==> src/rtl/neuron_bus_pkg.sv <==
// neuron_bus_pkg
//   Shared constants and types for the neuron peripheral bus initiator.
//   - Fixed 5-bit register map of the neuron slave (zero-extended onto the 9-bit bus).
//   - Status register bit positions.
//   - FSM state encoding used by neuron_bus_master.
package neuron_bus_pkg;

  localparam int unsigned AddrWidth = 9;

  // Neuron slave register map
  localparam logic [4:0] ADDR_COEFF0 = 5'd0;
  localparam logic [4:0] ADDR_OFFSET = 5'd20;
  localparam logic [4:0] ADDR_INDATO = 5'd21;
  localparam logic [4:0] ADDR_START  = 5'd22;
  localparam logic [4:0] ADDR_RESULT = 5'd23;
  localparam logic [4:0] ADDR_STATUS = 5'd24;

  // Status register bits
  localparam int unsigned STAT_LISTO = 0;
  localparam int unsigned STAT_ERROR = 1;

  typedef enum logic [2:0] {
    StCfgWait,
    StCfgWr,
    StIdle,
    StDataWr,
    StStartWr,
    StPoll,
    StResRd,
    StOutput
  } state_e;

  // Register-map constants are 5 bits; the bus address is wider.
  function automatic logic [AddrWidth-1:0] bus_addr(input logic [4:0] a);
    return {{(AddrWidth - 5){1'b0}}, a};
  endfunction

endpackage

==> src/rtl/neuron_bus_poll_timer.sv <==
// neuron_bus_poll_timer
//   Counts status polls for one evaluation and flags the last allowed poll.
//   Ports:
//     i_clk   - clock
//     i_rst   - synchronous active-high reset (clears count)
//     i_clear - clear count (takes priority over increment)
//     i_incr  - count one unsuccessful poll
//     o_last  - the poll being made now is poll number Terminal
module neuron_bus_poll_timer #(
  parameter int unsigned Terminal = 1023
) (
  input  logic i_clk,
  input  logic i_rst,
  input  logic i_clear,
  input  logic i_incr,
  output logic o_last
);

  localparam int unsigned CntW = $clog2(Terminal + 1);

  logic [CntW-1:0] r_count;

  always_ff @(posedge i_clk) begin
    if (i_rst || i_clear) begin
      r_count <= '0;
    end else if (i_incr && (r_count != CntW'(Terminal))) begin
      r_count <= r_count + 1'b1;
    end
  end

  // r_count holds the number of polls already made, so the current poll is the
  // final one when Terminal-1 have gone before it.
  assign o_last = (r_count == CntW'(Terminal - 1));

endmodule

==> src/rtl/neuron_bus_master.sv <==
// neuron_bus_master
//   Bus initiator for the neuron peripheral. Loads NumCoeff coefficients plus
//   the offset from a coefficient stream, then for each input sample writes the
//   sample, writes Start, polls status, reads the result and presents it on a
//   valid/ready output stream together with an error flag.
//   Ports:
//     CLK, MasterReset             - clock, synchronous active-high reset
//     coeff_valid/ready/data       - coefficient stream (coeff 0..NumCoeff-1, then offset)
//     in_valid/ready/data          - input sample stream
//     out_valid/ready/data/error   - result stream (error = slave error bit or poll timeout)
//     cfg_done                     - full coefficient set loaded
//     write/read/address/writedata - bus strobes and address/data towards the slave
//     readdata                     - slave read data, valid in the cycle read=1
module neuron_bus_master
  import neuron_bus_pkg::*;
#(
  parameter int unsigned Width       = 32,
  parameter int unsigned NumCoeff    = 20,
  parameter int unsigned PollTimeout = 1023
) (
  input  logic                 CLK,
  input  logic                 MasterReset,
  input  logic                 coeff_valid,
  output logic                 coeff_ready,
  input  logic [Width-1:0]     coeff_data,
  input  logic                 in_valid,
  output logic                 in_ready,
  input  logic [Width-1:0]     in_data,
  output logic                 out_valid,
  input  logic                 out_ready,
  output logic [Width-1:0]     out_data,
  output logic                 out_error,
  output logic                 cfg_done,
  output logic                 write,
  output logic                 read,
  output logic [AddrWidth-1:0] address,
  output logic [Width-1:0]     writedata,
  input  logic [Width-1:0]     readdata
);

  // Index NumCoeff is the offset word, the last one of the load sequence.
  localparam logic [4:0] IdxLast = 5'(NumCoeff);

  state_e                r_state;
  logic [4:0]            r_idx;
  logic                  r_err;
  logic                  r_write;
  logic                  r_read;
  logic [AddrWidth-1:0]  r_address;
  logic [Width-1:0]      r_writedata;
  logic                  r_coeff_ready;
  logic                  r_in_ready;
  logic                  r_out_valid;
  logic [Width-1:0]      r_out_data;
  logic                  r_out_error;
  logic                  r_cfg_done;

  logic                  w_poll_clear;
  logic                  w_poll_incr;
  logic                  w_poll_last;

  assign w_poll_clear = (r_state == StStartWr);
  assign w_poll_incr  = (r_state == StPoll) && !readdata[STAT_LISTO];

  neuron_bus_poll_timer #(
    .Terminal (PollTimeout)
  ) u_poll_timer (
    .i_clk   (CLK),
    .i_rst   (MasterReset),
    .i_clear (w_poll_clear),
    .i_incr  (w_poll_incr),
    .o_last  (w_poll_last)
  );

  // All outputs are registered: each transition loads the values that the
  // destination state presents on the bus / streams.
  always_ff @(posedge CLK) begin
    if (MasterReset) begin
      r_state       <= StCfgWait;
      r_idx         <= '0;
      r_err         <= 1'b0;
      r_write       <= 1'b0;
      r_read        <= 1'b0;
      r_address     <= '0;
      r_writedata   <= '0;
      r_coeff_ready <= 1'b0;
      r_in_ready    <= 1'b0;
      r_out_valid   <= 1'b0;
      r_out_data    <= '0;
      r_out_error   <= 1'b0;
      r_cfg_done    <= 1'b0;
    end else begin
      // Bus strobes are single-cycle; only the branches below re-arm them.
      r_write     <= 1'b0;
      r_read      <= 1'b0;
      r_address   <= '0;
      r_writedata <= '0;

      case (r_state)
        StCfgWait: begin
          if (coeff_valid && r_coeff_ready) begin
            r_coeff_ready <= 1'b0;
            r_write       <= 1'b1;
            r_address     <= bus_addr(ADDR_COEFF0 + r_idx);
            r_writedata   <= coeff_data;
            r_state       <= StCfgWr;
          end else begin
            r_coeff_ready <= 1'b1;
          end
        end

        StCfgWr: begin
          if (r_idx == IdxLast) begin
            r_idx      <= '0;
            r_cfg_done <= 1'b1;
            r_in_ready <= 1'b1;
            r_state    <= StIdle;
          end else begin
            r_idx         <= r_idx + 5'd1;
            r_coeff_ready <= 1'b1;
            r_state       <= StCfgWait;
          end
        end

        StIdle: begin
          // A new coefficient set wins over a pending sample.
          if (coeff_valid && r_cfg_done) begin
            r_cfg_done <= 1'b0;
            r_idx      <= '0;
            r_in_ready <= 1'b0;
            r_state    <= StCfgWait;
          end else if (in_valid && r_in_ready) begin
            r_in_ready  <= 1'b0;
            r_write     <= 1'b1;
            r_address   <= bus_addr(ADDR_INDATO);
            r_writedata <= in_data;
            r_state     <= StDataWr;
          end else begin
            r_in_ready <= r_cfg_done;
          end
        end

        StDataWr: begin
          r_write     <= 1'b1;
          r_address   <= bus_addr(ADDR_START);
          r_writedata <= Width'(1);
          r_state     <= StStartWr;
        end

        StStartWr: begin
          r_read    <= 1'b1;
          r_address <= bus_addr(ADDR_STATUS);
          r_state   <= StPoll;
        end

        StPoll: begin
          if (readdata[STAT_LISTO]) begin
            r_err     <= readdata[STAT_ERROR];
            r_read    <= 1'b1;
            r_address <= bus_addr(ADDR_RESULT);
            r_state   <= StResRd;
          end else if (w_poll_last) begin
            r_out_valid <= 1'b1;
            r_out_data  <= '0;
            r_out_error <= 1'b1;
            r_state     <= StOutput;
          end else begin
            r_read    <= 1'b1;
            r_address <= bus_addr(ADDR_STATUS);
          end
        end

        StResRd: begin
          r_out_valid <= 1'b1;
          r_out_data  <= readdata;
          r_out_error <= r_err;
          r_state     <= StOutput;
        end

        StOutput: begin
          if (out_ready) begin
            r_out_valid <= 1'b0;
            r_out_data  <= '0;
            r_out_error <= 1'b0;
            r_in_ready  <= r_cfg_done;
            r_state     <= StIdle;
          end
        end

        default: begin
          r_state <= StCfgWait;
        end
      endcase
    end
  end

  assign write       = r_write;
  assign read        = r_read;
  assign address     = r_address;
  assign writedata   = r_writedata;
  assign coeff_ready = r_coeff_ready;
  assign in_ready    = r_in_ready;
  assign out_valid   = r_out_valid;
  assign out_data    = r_out_data;
  assign out_error   = r_out_error;
  assign cfg_done    = r_cfg_done;

endmodule

==> config.mk <==
export PLATFORM = sky130hd
export DESIGN_NAME = neuron_bus_master
export DESIGN_NICKNAME = d
export VERILOG_FILES = /design/src/rtl/neuron_bus_pkg.sv /design/src/rtl/neuron_bus_poll_timer.sv /design/src/rtl/neuron_bus_master.sv
export SDC_FILE = /design/constraint.sdc
export NUM_CORES = 1
export LEC_CHECK = 0
export CAP_MARGIN = 40
export CORE_UTILIZATION = 29
export DETAILED_ROUTE_END_ITERATION = 8
export GPL_ROUTABILITY_DRIVEN = 0
export PLACE_DENSITY = 0.67
export SETUP_SLACK_MARGIN = 0.5
export SLEW_MARGIN = 20
export SYNTH_ARGS = -nofsm -noshare
export SYNTH_HDL_FRONTEND = slang
export SYNTH_HIERARCHICAL = 1
export SYNTH_SLANG_ARGS = --single-unit
==> constraint.sdc <==
create_clock -name CLK -period 2.7 [get_ports CLK]
set_input_delay 0.54 -clock CLK [delete_from_list [all_inputs] [get_ports CLK]]
set_output_delay 0.54 -clock CLK [all_outputs]
set_load 0.005 [all_outputs]
==> out/results.ini <==
[run_status]
status=complete, no violations

[placement]
postPlaceCellArea_sq_mm=0.00586
port_buffers=176
place_hpwl_mm=8.78

[global_route]
grt_pass1_vias=3751
track_usage=0.171
grt_pass1_wl_mm=19.1
antenna_found_initial=0
grt_max_degree=39
grt.overflow.total=0

[logic_synthesis]
synth_cell_types=54
synthesis.area_sq_mm=0.00396
synth_edf_count=0
synth_ff_type=dfxtp_1
ys_ff_latch=95
ys_seq_area_frac=0.480
yosys.area.top_type=dfxtp_1
ys_top_cells_by_area=dfxtp_1, a21oi_1, a22oi_1, o21ai_0, nor2_1
synth_top_area_share=0.480
synth_async_sr_flop_share=0
syn_avg_cell_area_sq_um=8.55
synthCells=463
synth_warnings=6

[timing]
finalCriticalPeriod_ns=2.04
fin_hold_ws_ns=0.476
slew_viol_final=0
fin_setup_tns_ns=0
fmax_ghz=0.489
grt_setup_unrepaired=no
setup_violations=0
finClkSkew_ns=0.0116
finalCritPeriodShare=0.757
hold_viol_final=0

[route]
first_iter_violations=235
first_pass_iters=5
wl_mm=12.2
via_count=4020
ant_nets=0
wl_per_cell_um=15.1
via_per_inst=4.99
drc=0

[clocking]
postCtsSetupBuffers=0
clock_latency_ns=0.35
clk_pin_slew_worst_paths_ns=0.07
root_buffer=clkbuf_16
cts_tree=done
cts_buffer_depth=2
cts_buffers=9
h-tree-depth=3
cts.sinks=95

[worst_setup_path]
slowest_delay_ns=0.56
cp.depth=7
ff2ff_path_depth=8
worst_path_dominant_cell_family=simple AND/OR/NAND/NOR gates
crit_slowest_cell=clkdlybuf4s50_1
cp.required_ns=2.97
crit_top_cell=nor3_1
worstSetupPathType=input pin to flip-flop
worst_setup_path_end_kind=flip-flop
cp_max_fo=11
critical_path_buf_inv_count=2
arrival_ns=2.31
critPathLaunchType=input pin
path_cells=clkdlybuf4s50_1 -> nor3_1 -> buf_4 -> and3_1 -> and4_1 -> a31oi_1 -> nor3_1

[final_layout]
final_layout_size_suffix_gt1_frac=0.0651
antenna_cells=0
fillers=1278
area_delta_synth_final_pct=56.5
regArea_sq_mm=0.00191
final_cell_mix=clkdlybuf4s50_1, dfxtp_1, a21oi_1, nor2_1, nand2_1
layout_commonest_cell=clkdlybuf4s50_1
finalInstanceArea_sq_mm=0.00619
multiInputGateArea_sq_mm=0.00186
nets=733

[die]
std_cell_rows=42
die_w_um=119
ios=181
die_y_um=119
die_area_sq_mm=0.0141
core_sq_mm=0.0133
start_util=0.298

[power_and_ir_drop]
power.leakage_nw=2.12
power.share.clock=0.332
switchingPower_mw=1.15
swShare=0.288
pwr-share-seq=0.405
cell_internal_pwr_mw=2.84
power_frac_comb=0.263
ir_drop_mv=0.332
p_per_area_mw_per_mm2=644
power.total_mw=3.99

[hold_path]
whs_path_depth=2
hold_class=flip-flop to flip-flop

[run]
drv_cap=0

-- per-stage QoR --
step | util | std cells | setup slack [ns]
after detailed placement | 0.441 | 790 | 0.326
final | 0.466 | 806 | 0.657
after CTS | 0.464 | 806 | 0.507
after floorplan | - | 466 | 0.821
after global routing | 0.466 | 806 | 0.492
after global placement | 0.440 | 789 | 0.327
-- final timing paths --
kind	startpoint	end	slack, ns
worst min-delay path	out_data[28]	out_data[28]	0.48
worst max-delay path	readdata[0]	u_poll_timer/r_count[9]	0.66
worst max register to register	u_poll_timer/r_count[5]	out_data[16]	0.67
worst min register to register	out_data[28]	out_data[28]	0.48
-- cell families after synthesis --
family | Yosys count | synth area share
other | 1 | 0.000947
XOR/XNOR | 4 | 0.00885
adder cells (fa/ha/maj) | 7 | 0.0221
multiplexers | 1 | 0.00253
flip-flops | 95 | 0.480
buffers and inverters | 49 | 0.0610
AND/OR/NAND/NOR | 146 | 0.171
AO/OA/AOI/OAI | 160 | 0.253
-- registers in the layout, summed over array words and instances, names as in the netlist, 3 cells and up --
register and cells:
r_idx 5, writedata 32, out_data 32, r_state 3, address 5, u_poll_timer/r_count 10
-- cell usage after synthesis (2+ instances only) --
master and instances:
dfxtp_1 95, a21oi_1 54, nor2_1 50, nand2_1 45, o21ai_0 40, a22oi_1 31, clkbuf_1 24, nor3_1 10
inv_1 9, ha_1 7, nand3_1 7, buf_4 6, a211oi_1 5, nand2b_1 5, nand4_1 5, a221oi_1 4
a31oi_1 4, and3_1 4, buf_2 4, buf_6 4, xnor2_1 4, and2_1 3, nand4b_1 3, nor2b_1 3
o21bai_1 3, o31ai_1 3, a311oi_1 2, nand3b_1 2, or2_1 2
-- layer usage --
layer | vias up | GRT usage | part of all wire
li1 | 1955 | - | -
met1 | 1862 | 0.220 | 0.45
met2 | 190 | 0.268 | 0.45
met3 | 13 | 0.0455 | 0.083
met4 | 0 | 0.0759 | 0.018
met5 | - | 0 | 0
-- repair_timing --
item,4_1_cts,5_1_grt
hold buffers,0,0
gates cloned,0,0
gates resized for setup,1,9
endpoints found under the setup margin,19,33
pin swaps,0,2
-- worst register-to-register path, cell delays in order, from the launching register on --
cell and delay, ns:
dfxtp_2 0.37, nand4_1 0.19, nor2_2 0.18, and2_4 0.18, inv_1 0.09, o32a_4 0.44
buf_8 0.18, o21ai_0 0.18, a21oi_1 0.08
-- power by group through the flow --
stage                     Combinational [mW]  Sequential, mW  Clock [mW]
final                                   1.05            1.61        1.32
after global routing                    1.14            1.63        1.43
after CTS                               1.04            1.61        1.38
after detailed placement                1.04            1.64           0
after global placement                  1.01            1.64           0
after floorplan                        0.551            1.61           0
-- cell type report --
class	count	area share
Clock buffer	12	0.0382
Multi-Input combinational cell	322	0.300
Timing Repair Buffer	187	0.301
Clock inverter	4	0.0113
Inverter	10	0.00606
Tap cell	176	0.0355
Sequential cell	95	0.308
Power figures use the tool's default switching activity.
==> RTL edit 1: new RTL, config.mk and constraints unchanged <==
Compare `r_idx` against `IdxLast` with >= in place of ==.
--- a/src/rtl/neuron_bus_master.sv
+++ b/src/rtl/neuron_bus_master.sv
@@ -110,7 +110,7 @@
         end
 
         StCfgWr: begin
-          if (r_idx == IdxLast) begin
+          if (r_idx >= IdxLast) begin
             r_idx      <= '0;
             r_cfg_done <= 1'b1;
             r_in_ready <= 1'b1;
Behaviour: no difference found for any inputs over 10 cycles, from zero or initial values and one cycle with MasterReset high; that may be too few to reach the edited logic, so the function may still have changed.
==> RTL edit 1 against the original RTL <==
Synthesized cell count fell by 1.1%. Via count fell by 1.9%. Global-route usage barely moved. Worst setup slack improved by 0.062 ns. Largest cell class unchanged. Area after synthesis rose by 1.1%. Cell count fell by 0.37%. Largest power group unchanged. Final area fell by 0.46%. Sequential cell count did not move. Routed wire length rose by 0.19%. Non-clock buffer count did not move. Total power fell by 12%. Fmax rose by 3.1%.
==> RTL edit 1: results (changes against the original RTL) <==
| Metric | Value |
|---|---|
| CP peak stage delay | `0.42 ns (-0.14 ns)` |
| Synth area leaders | `dfxtp_1 (48%), a22oi_1 (5.8%), a21oi_1 (5.8%)` |
| Fillers | `1253 (-2.0%)` |
| WL met1 | `5.02 mm (-8.6%)` |
| GRT met1 Usage | `20.1% (-1.9 points)` |
| Leakage | `2.10 nW (-0.96%)` |
| Met2 GRT Util | `29.9% (+3.1 points)` |
| Maximum fanout along the worst path | `6 (-5)` |
| Routing usage on met3 | `5.41% (+0.86 points)` |
| CP delay by family, top | `compound AO/OA/AOI/OAI gates` |
| CLK BUF | `11 (-1)` |
| Outcome | `complete, no violations` |
| CP max stage cell | `dfxtp_1` |
| Xor and xnor fraction of the mapped netlist area | `0.657% (-0.23 points)` |
| Vias in the first global route | `3843 (+2.5%)` |
| VDD IR max | `0.300 mV (-9.5%)` |
| Vias | `3942 (-1.9%)` |
| Hold path startpoint | `MasterReset` |
| Hold endpoint | `cfg_done$_SDFFE_PP0P_` |
| Sequential power share | `43.6% (+3.1 points)` |
| Worst Setup EP | `r_state[0]$_SDFFE_PP0P_` |
| First-pass GRT wire length | `19.3 mm (+0.69%)` |
| DPL Wire Length | `8.82 mm (+0.48%)` |
| Multi-In Gates | `318 (-1.2%)` |
| Layout clock area frac | `4.85% (-0.099 points)` |
| Worst min path class | `input pin to register` |
| Layout cell share with drive strength beyond 1 | `6.38% (-0.13 points)` |
| Switching share of power | `27.4% (-1.4 points)` |
| Final wirelength | `12.2 mm (+0.19%)` |
| Pre-Repair DR Iteration Count | `4 (-1)` |
| Post-synthesis compound-gate area fraction | `25.1% (-0.21 points)` |
| Clock share of power | `36.4% (+3.2 points)` |
| Area share of fa/ha/maj cells after synthesis | `2.19% (-0.024 points)` |
| GRT Overall Usage | `17.1% (+0.041 points)` |
| Layout non-clock buf frac | `29.8% (-0.27 points)` |
| Multi-input gate area | `1860 sq um (+0.27%)` |
| Synth cell types | `58 (+7.4%)` |
| Met2 Routed Length | `6.15 mm (+12%)` |
| Sequential share of cell area | `30.9% (+0.063 points)` |
| Post-synthesis mux area share | `0.750% (+0.50 points)` |
| Tcrit/Tclk final | `73.4% (-2.3 points)` |
| Most frequent cells after synthesis | `dfxtp_1 (95), nand2_1 (48), nor2_1 (47)` |
| Iter 0 DRT Violations | `207 (-12%)` |
| R2r worst-path depth | `7 (-1)` |
| Met3 Routed Length | `950 microns (-6.3%)` |
==> RTL edit 1: changes by cell type in the layout (fill, tap and decap cells not counted), moves of 4 or more <==
cell	change
o21ai_0	-4
a21oi_1	-8
dfxtp_2	-4
dfxtp_1	+4
o21ai_1	+5
==> RTL edit 1: repair_timing <==
action,CTS,global route
setup endpoints to repair,0,7
hold endpoints to repair,0,0
hold buffers,0,0
resized for setup,0,3
==> RTL edit 1: through the flow <==
step	util (%)	total power (W)	cell area (sq um)	hold WS (ns)	instances
after floorplan	-	0.00194	4010	0.457	461
after global placement	43.9	0.00225	5860	0.455	787
after detailed placement	43.9	0.00227	5860	0.464	787
after CTS	46.2	0.00356	6160	0.458	803
after global routing	46.2	0.00370	6170	0.466	803
final	46.2	0.00351	6170	0.461	803
==> RTL edit 1: kinds of logic after synthesis <==
kind of cell    after synthesis
compound gates              158
fa+ha+maj                     7
buf+inv                      48
other cells                   1
mux                           3
xor+xnor                      3
simple gates                143
flops                        95
==> RTL edit 2: new RTL, same settings <==
Made on the original files. `Width`: 32 -> 64.
--- a/src/rtl/neuron_bus_master.sv
+++ b/src/rtl/neuron_bus_master.sv
@@ -14,7 +14,7 @@
 module neuron_bus_master
   import neuron_bus_pkg::*;
 #(
-  parameter int unsigned Width       = 32,
+  parameter int unsigned Width       = 64,
   parameter int unsigned NumCoeff    = 20,
   parameter int unsigned PollTimeout = 1023
 ) (
Interface: changed (5 resized); port bits go from 181 to 341. The function was not compared with the original's and may differ.
==> RTL edit 2 against the original RTL <==
Sequential cell count up 64. Critical path type is now register to register. Worst setup slack got worse by 0.020 ns. Via count increased by 49%. Total power increased by 32%. Largest cell class is now non-clock buffers. Combinational power is 50% lower. Critical endpoint unchanged. Clock power is 78% higher. Die area grew 53%. Area after synthesis is 54% higher. Routed wire length increased by 74%. Final area grew 65%.
==> RTL edit 2: results (changes against the original RTL) <==
| Metric | Value |
|---|---|
| Deepest clock path buffer count | `2 (unchanged)` |
| Clk slew on worst S/H paths | `0.06 ns` |
| Latest clock arrival within the worst-skew pair | `0.42 ns (+0.07 ns)` |
| Avg Synthesized Cell Area | `9.39 sq um (+9.9%)` |
| CP peak stage delay | `0.52 ns (-0.04 ns)` |
| Critical Path AT | `2.40 ns (+0.09 ns)` |
| Vias in the first global route | `5873 (+57%)` |
| Largest net degree at the start of global routing | `76 (+95%)` |
| Number of diodes | `0 (unchanged)` |
| Synth area leaders | `dfxtp_1 (52%), a22oi_1 (16%), nor2_1 (9.0%)` |
| CP delay by family, top | `simple AND/OR/NAND/NOR gates` |
| Post-synth ARST share | `0% (unchanged)` |
| VDD IR max | `0.437 mV (+32%)` |
| GRT Overall Usage | `19.1% (+2.0 points)` |
| PortBufs | `336 (+91%)` |
| Iter 0 DRT Violations | `291 (+24%)` |
| Slew @ Worst Pin | `0.817 ns` |
| Final Non-Filler Cells | `1245 (+54%)` |
| Initial antenna violation count | `0 (unchanged)` |
| Most frequent cells after synthesis | `dfxtp_1 (159), nor2_1 (145), a22oi_1 (129)` |
| Final wirelength | `21.2 mm (+74%)` |
| Fillers | `1912 (+50%)` |
| Register area share after synthesis | `52.4% (+4.3 points)` |
| Maximum fanout along the worst path | `9 (-2)` |
| Synth cell types | `54 (unchanged)` |
| H-tree levels | `4 (+1)` |
| Hold path startpoint | `out_error$_SDFFE_PP0P_` |
| Outcome | `complete, no violations` |
| CP max stage cell | `dfxtp_1` |
| Pre-Repair DR Iteration Count | `5 (unchanged)` |
| Fin Setup TNS | `0 ns (unchanged)` |
| YS warnings | `6 (unchanged)` |
| Fmax | `485 MHz (-0.95%)` |
| Root Buffer | `clkbuf_16` |
| Clock Skews | `0.00965 ns (-0.00200 ns)` |
| Vias per inst | `4.80 (-3.7%)` |
| Critical path origin | `r_state[1]$_SDFFE_PP0P_` |
| DPL Wire Length | `14.8 mm (+68%)` |
| Layout cell share with drive strength beyond 1 | `6.56% (+0.056 points)` |
| Leakage | `3.71 nW (+75%)` |
| Worst min path class | `register to register` |
| CTS Buf Count | `17 (+8)` |
| First-pass GRT wire length | `32.3 mm (+69%)` |
-- RTL edit 2: report_power, final --
group	internal (W)	total (W)	leakage, nW	switching [W]
clock network	0.00131	0.00235	0.273	0.00104
logic	0.000339	0.000523	2.15	0.000184
registers	0.00238	0.00239	1.28	0.0000159
total	0.00403	0.00527	3.71	0.00124
-- RTL edit 2: what timing repair did --
item	4_1_cts	5_1_grt
resized for setup	0	2
setup endpoints to repair	0	16
setup buffers	0	0
-- RTL edit 2: worst min-delay path: cells and delay by family, from the launching register on --
family             cells  cell delay, ns
DFF                    1            0.32
and+or+nand+nor        1            0.05
AOI/OAI and AO/OA      1            0.05
-- RTL edit 2: layout make-up --
class	instances	share of cell area, %
repair buffers	351	34.5
flip-flops and latches	159	31.2
multi-input cells	421	24.9
clock buffers	19	4.34
well taps	270	3.31
clock inverters	13	1.24
inverters	12	0.442
-- RTL edit 2: path summary, 6_finish.rpt --
check | to | slack [ns] | depth (start not counted)
worst max-delay path | u_poll_timer/r_count[9]$_SDFFE_PP0P_ | 0.64 | 8
worst min-delay path | out_error$_SDFFE_PP0P_ | 0.47 | 2
worst max register to register | u_poll_timer/r_count[9]$_SDFFE_PP0P_ | 0.64 | 8
worst min register to register | out_error$_SDFFE_PP0P_ | 0.47 | 2
-- RTL edit 2: routing by layer --
metal	share of wire, %	global-route usage, %	vias up
met1	43	23.7	2771
met3	9.2	6.34	17
met2	46	31.1	260
met4	1.4	6.20	0
li1	-	-	2931
met5	0	0	-
-- RTL edit 2: cell families (layout without fill, tap and decap cells) --
logic type,after synthesis,count (layout),synth area share (%)
AO/OA/AOI/OAI,189,189,22.6
XOR/XNOR,5,5,0.721
adder cells (fa/ha/maj),7,7,1.44
buffers and inverters,70,395,6.38
flip-flops,159,159,52.4
multiplexers,3,3,0.494
other,1,4,0.0617
AND/OR/NAND/NOR,213,213,15.9
-- RTL edit 2: per-stage QoR --
stage	hold WS, ns	worst slack [ns]	instance area [sq um]	util [%]	total power (W)
floorplan	0.448	0.907	6090	-	0.00257
global placement	0.440	0.398	9630	47.3	0.00297
detailed placement	0.449	0.389	9630	47.3	0.00297
CTS	0.470	0.613	10200	50.1	0.00535
global route	0.515	0.484	10200	50.1	0.00549
finish	0.472	0.637	10200	50.1	0.00527
